$ cat src/rtl/fnv1a_hash_ctrl.sv
// FNV-1a 32-bit hash controller with a serial shift-add multiplier.
// Takes FEED/INIT/SNAPSHOT byte commands and exposes a latched digest.
module fnv1a_hash_ctrl #(
    parameter logic [31:0] OFFSET_BASIS = 32'h811C9DC5,
    parameter logic [31:0] PRIME        = 32'h01000193
) (
    input  logic        clk,
    input  logic        rst_n,
    input  logic        cmd_valid,
    output logic        cmd_ready,
    input  logic [1:0]  cmd_op,
    input  logic [7:0]  cmd_data,
    output logic        busy,
    output logic [31:0] digest,
    output logic        digest_valid,
    input  logic [1:0]  rd_sel,
    output logic [7:0]  rd_byte,
    output logic [15:0] byte_count,
    output logic        err
);

    typedef enum logic {
        IDLE = 1'b0,
        MUL  = 1'b1
    } state_t;

    localparam logic [1:0] OP_FEED = 2'b00;
    localparam logic [1:0] OP_INIT = 2'b01;
    localparam logic [1:0] OP_SNAP = 2'b10;

    state_t      state_q, state_d;
    logic [31:0] hash_q, hash_d;
    logic [31:0] mcand_q, mcand_d;
    logic [31:0] acc_q, acc_d;
    logic [31:0] pbits_q, pbits_d;
    logic [4:0]  cnt_q, cnt_d;
    logic [15:0] bcnt_q, bcnt_d;
    logic [31:0] digest_q, digest_d;
    logic        dvalid_q, dvalid_d;
    logic        err_q, err_d;

    logic        cmd_fire;
    logic [31:0] acc_sum;

    assign cmd_ready    = (state_q == IDLE);
    assign busy         = (state_q == MUL);
    assign cmd_fire     = cmd_valid & cmd_ready;
    assign acc_sum      = pbits_q[0] ? (acc_q + mcand_q) : acc_q;
    assign digest       = digest_q;
    assign digest_valid = dvalid_q;
    assign byte_count   = bcnt_q;
    assign err          = err_q;

    // Digest byte mux for the I2C read path, MSB first.
    always_comb begin
        rd_byte = digest_q[31:24];
        unique case (rd_sel)
            2'd0:    rd_byte = digest_q[31:24];
            2'd1:    rd_byte = digest_q[23:16];
            2'd2:    rd_byte = digest_q[15:8];
            default: rd_byte = digest_q[7:0];
        endcase
    end

    // Command decode and one multiply step per cycle while in MUL.
    always_comb begin
        state_d  = state_q;
        hash_d   = hash_q;
        mcand_d  = mcand_q;
        acc_d    = acc_q;
        pbits_d  = pbits_q;
        cnt_d    = cnt_q;
        bcnt_d   = bcnt_q;
        digest_d = digest_q;
        dvalid_d = dvalid_q;
        err_d    = err_q;
        unique case (state_q)
            IDLE: begin
                if (cmd_fire) begin
                    unique case (cmd_op)
                        OP_FEED: begin
                            mcand_d  = hash_q ^ {24'b0, cmd_data};
                            acc_d    = 32'b0;
                            pbits_d  = PRIME;
                            cnt_d    = 5'd0;
                            if (bcnt_q != 16'hFFFF) begin
                                bcnt_d = bcnt_q + 16'd1;
                            end
                            dvalid_d = 1'b0;
                            state_d  = MUL;
                        end
                        OP_INIT: begin
                            hash_d   = OFFSET_BASIS;
                            bcnt_d   = 16'd0;
                            err_d    = 1'b0;
                            dvalid_d = 1'b0;
                        end
                        OP_SNAP: begin
                            digest_d = hash_q;
                            dvalid_d = 1'b1;
                        end
                        default: begin
                            err_d = 1'b1;
                        end
                    endcase
                end
            end
            MUL: begin
                acc_d   = acc_sum;
                mcand_d = {mcand_q[30:0], 1'b0};
                pbits_d = {1'b0, pbits_q[31:1]};
                cnt_d   = cnt_q + 5'd1;
                if (cnt_q == 5'd31) begin
                    hash_d  = acc_sum;
                    state_d = IDLE;
                end
            end
            default: begin
                state_d = IDLE;
            end
        endcase
    end

    // State and datapath registers; reset aborts any multiply in flight.
    always_ff @(posedge clk or negedge rst_n) begin
        if (!rst_n) begin
            state_q  <= IDLE;
            hash_q   <= OFFSET_BASIS;
            mcand_q  <= 32'b0;
            acc_q    <= 32'b0;
            pbits_q  <= 32'b0;
            cnt_q    <= 5'd0;
            bcnt_q   <= 16'd0;
            digest_q <= 32'b0;
            dvalid_q <= 1'b0;
            err_q    <= 1'b0;
        end else begin
            state_q  <= state_d;
            hash_q   <= hash_d;
            mcand_q  <= mcand_d;
            acc_q    <= acc_d;
            pbits_q  <= pbits_d;
            cnt_q    <= cnt_d;
            bcnt_q   <= bcnt_d;
            digest_q <= digest_d;
            dvalid_q <= dvalid_d;
            err_q    <= err_d;
        end
    end

endmodule

$ cat config.mk
export PLATFORM = sky130hd
export DESIGN_NAME = fnv1a_hash_ctrl
export DESIGN_NICKNAME = d
export VERILOG_FILES = /design/src/rtl/fnv1a_hash_ctrl.sv
export SDC_FILE = /design/constraint.sdc
export NUM_CORES = 1
export LEC_CHECK = 0
export CORE_AREA = 2 2 146 148
export DETAILED_ROUTE_END_ITERATION = 16
export DIE_AREA = 0 0 148 150
export GPL_ROUTABILITY_DRIVEN = 0
export PLACE_DENSITY = 0.74
export SLEW_MARGIN = 25
export SYNTH_ARGS = -nofsm -noshare
export SYNTH_HDL_FRONTEND = slang
export SYNTH_SLANG_ARGS = --single-unit
export TNS_END_PERCENT = 100
$ cat constraint.sdc
create_clock -name clk -period 3.6 [get_ports clk]
set_input_delay 0.9 -clock clk [delete_from_list [all_inputs] [get_ports clk]]
set_output_delay 0.9 -clock clk [all_outputs]
set_load 0.01 [all_outputs]
==> metrics <==
period utilisation layout=0.957; Slowest-stage cell, CP=clkdlybuf4s50_1; sequential fraction of the synthesis area=0.485; crit path DAT=2.54 ns; total clock sinks=177; Fin Clk Skew=0.0107 ns; root buffer cell=clkbuf_16; I/O Buffers=74; vias=7588; FFs w/ async S/R, synth=1.00; CP startpoint kind=primary input; total wire length=25.3 mm; Initial Util=0.443; drt pass-1 iters=5; Setup TNS Final=0 ns; hold slack=0.441 ns; vias in the first global route=7426; Worst-Skew Late Latency=0.45 ns; Max Slew Vio Count=0; H-tree depth=4; Final Hold Viols=0; nets@finish=1036; Die Area=22200 um^2; DRT iter0 DRCs=616; IO Pins=75; CTS tree=done; Mapped Avg Cell Area=9.93 um^2; most used cell, CP=clkdlybuf4s50_1; setup bufs post-CTS=0; first-pass GRT wire length=40.3 mm; Ys Warns=0; DR vias/cell=5.96; FMAX=290 MHz; worst-path maximum fanout=8; data required time of the worst path=2.70 ns; peak supply drop=488 uV; cts-stage hold buffer count=0; non-filler instance count after layout=1274; Worst-path clk slew=0.08 ns; Setup CP Type=primary input to primary output; Crit path largest cell delay=0.51 ns; antenna violations before repair=0; unrepaired setup endpoints after global routing=false; slew margin rel.=0.358; largest net degree at the start of global routing=74; Max Cap Viol=0; dpl hpwl=17.9 mm; Setup-failing EPs final=0; P per Cell Area=970 nW/um^2; remaining antenna violation count=0; Die Wd=148 um; drt wl/cell=19.9 um; FF+latch count, synth=177; DRC errors left=0; status=completed; Post-synth EDFFs=0; Total Power=10600 uW; type of the tightest min-delay check=primary input to asynchronous set/reset pin; # rows=53; Inserted Diodes=0; Main synth FF type=dfrtp_1; total gr overflow=0; Num CTS Buffers=17; CTS max path bufs=2; dpl cells=1242; Synth Cell Area=9170 um^2; utilization after layout=0.526; Post-Synthesis Cells=923; Post-Syn Nets=973; Die Y=150 um; GRT Total Usage=0.233; post-route minimum period=3.44 ns; Leak=0.00467 uW; crit path capture type=primary output; Distinct cells, synth=62; Synth-to-Final Area Change=18.8%; CTS resizes=0; fraction of layout cells with a size suffix above 1=0.120; Worst-Margin Slew=0.959 ns; CP cell instances=clkdlybuf4s50_1, buf_12, mux4_2, clkdlybuf4s50_1; area of the core=20700 um^2
==> state kept, by name, summed over array words and instances, names as in the netlist <==
signal        cells
acc_q            32
busy              1
byte_count       16
cnt_q             5
digest           32
digest_valid      1
err               1
hash_q           32
mcand_q          32
pbits_q          25
==> synth_stat cells, types with 6 or more instances <==
cell type,number,share of area
a211oi_1,7,0.0057
a21o_1,11,0.0090
a21oi_1,56,0.031
a22o_1,25,0.024
a31oi_1,16,0.011
and3_1,13,0.0089
buf_1,7,0.0029
clkbuf_1,46,0.019
dfrtp_1,163,0.45
dfstp_2,14,0.040
ha_1,34,0.046
inv_1,11,0.0045
mux2_2,34,0.042
mux2i_1,9,0.0098
mux4_2,8,0.020
nand2_1,87,0.036
nand3_1,20,0.011
nand4_1,11,0.0075
nor2_1,105,0.043
nor3_1,20,0.011
o21a_1,6,0.0049
o21ai_0,67,0.037
o22ai_1,28,0.019
or3_1,6,0.0041
xnor2_1,30,0.029
xor2_1,14,0.013
==> final timing paths <==
check                                start            end  slack (ns)  depth (start not counted)
worst max-delay path             rd_sel[0]     rd_byte[1]        0.16                          4
worst min-delay path                 rst_n  byte_count[5]        0.44                          1
worst max register to register  mcand_q[0]     hash_q[30]        0.51                         11
worst min register to register  pbits_q[8]     pbits_q[7]        0.50                          1
max in group asynchronous            rst_n     hash_q[15]        2.28                          2
min in group clk                pbits_q[8]     pbits_q[7]        0.50                          1
==> area by class of cell <==
cell class | count | area (um^2)
clock buffers | 17 | 425
clock inverters | 15 | 208
fillers | 1872 | 9800
inverters | 12 | 45.0
multi-input cells | 681 | 4480
flip-flops and latches | 177 | 4450
well taps | 275 | 344
repair buffers | 97 | 940
==> critical path: cells and delay by family <==
kind,cells,cell delay [ns]
multiplexers,1,0.50
buffers and inverters,3,1.14
==> logic make-up after synthesis <==
family,share of synthesized area
xor gates and xnor gates,0.0420
DFF,0.485
AOI/OAI and AO/OA,0.181
adders and majority gates,0.0486
buffers and inverters,0.0266
and+or+nand+nor,0.145
muxes,0.0713
==> report_power, final <==
part           switching, uW  internal, uW
clock                    969           959
combinational           2760          2270
sequential               791          2810
total                   4520          6040
==> stage by stage <==
step                      setup slack, ns  cell area (um^2)
after floorplan                     0.808              9170
after global placement              0.174             10300
after detailed placement            0.158             10300
after CTS                           0.158             10900
after global routing                0.125             10900
final                               0.156             10900
==> cell usage in the layout (no fill, tap or decap), types with 3 or more instances in the layout <==
master           instances
ha_1                    34
buf_4                   21
xnor2_1                 30
nor3b_1                  4
o21a_1                   6
clkbuf_16               17
o21ai_1                  5
a211oi_1                 7
and2_1                   4
or3_1                    6
and3_1                  13
mux2i_1                  9
nand3_1                 20
inv_8                    4
nor2_1                 104
a21o_1                  11
a22o_1                  25
o21ai_0                 67
o22a_1                   4
nor3_1                  20
nor2b_1                  4
xor2_1                  14
nand2b_1                 5
dfrtp_1                162
a21oi_1                 56
o211ai_1                 4
clkdlybuf4s50_1         73
nand4_1                 11
mux2_2                  34
a31oi_1                 16
clkinv_8                 8
dfstp_2                 14
a221o_1                  5
o21bai_1                 3
and4_1                   4
nand2_1                 87
mux4_2                   8
inv_1                   11
o22ai_1                 28
==> metal layers <==
layer  vias up  share of wire  track usage
met3        54          0.058       0.0521
li1       3488              -            -
met1      3806           0.43        0.310
met4         0          0.029       0.0862
met5         -              0            0
met2       240           0.49        0.375
Note: power is estimated with default switching activity, not from simulation.
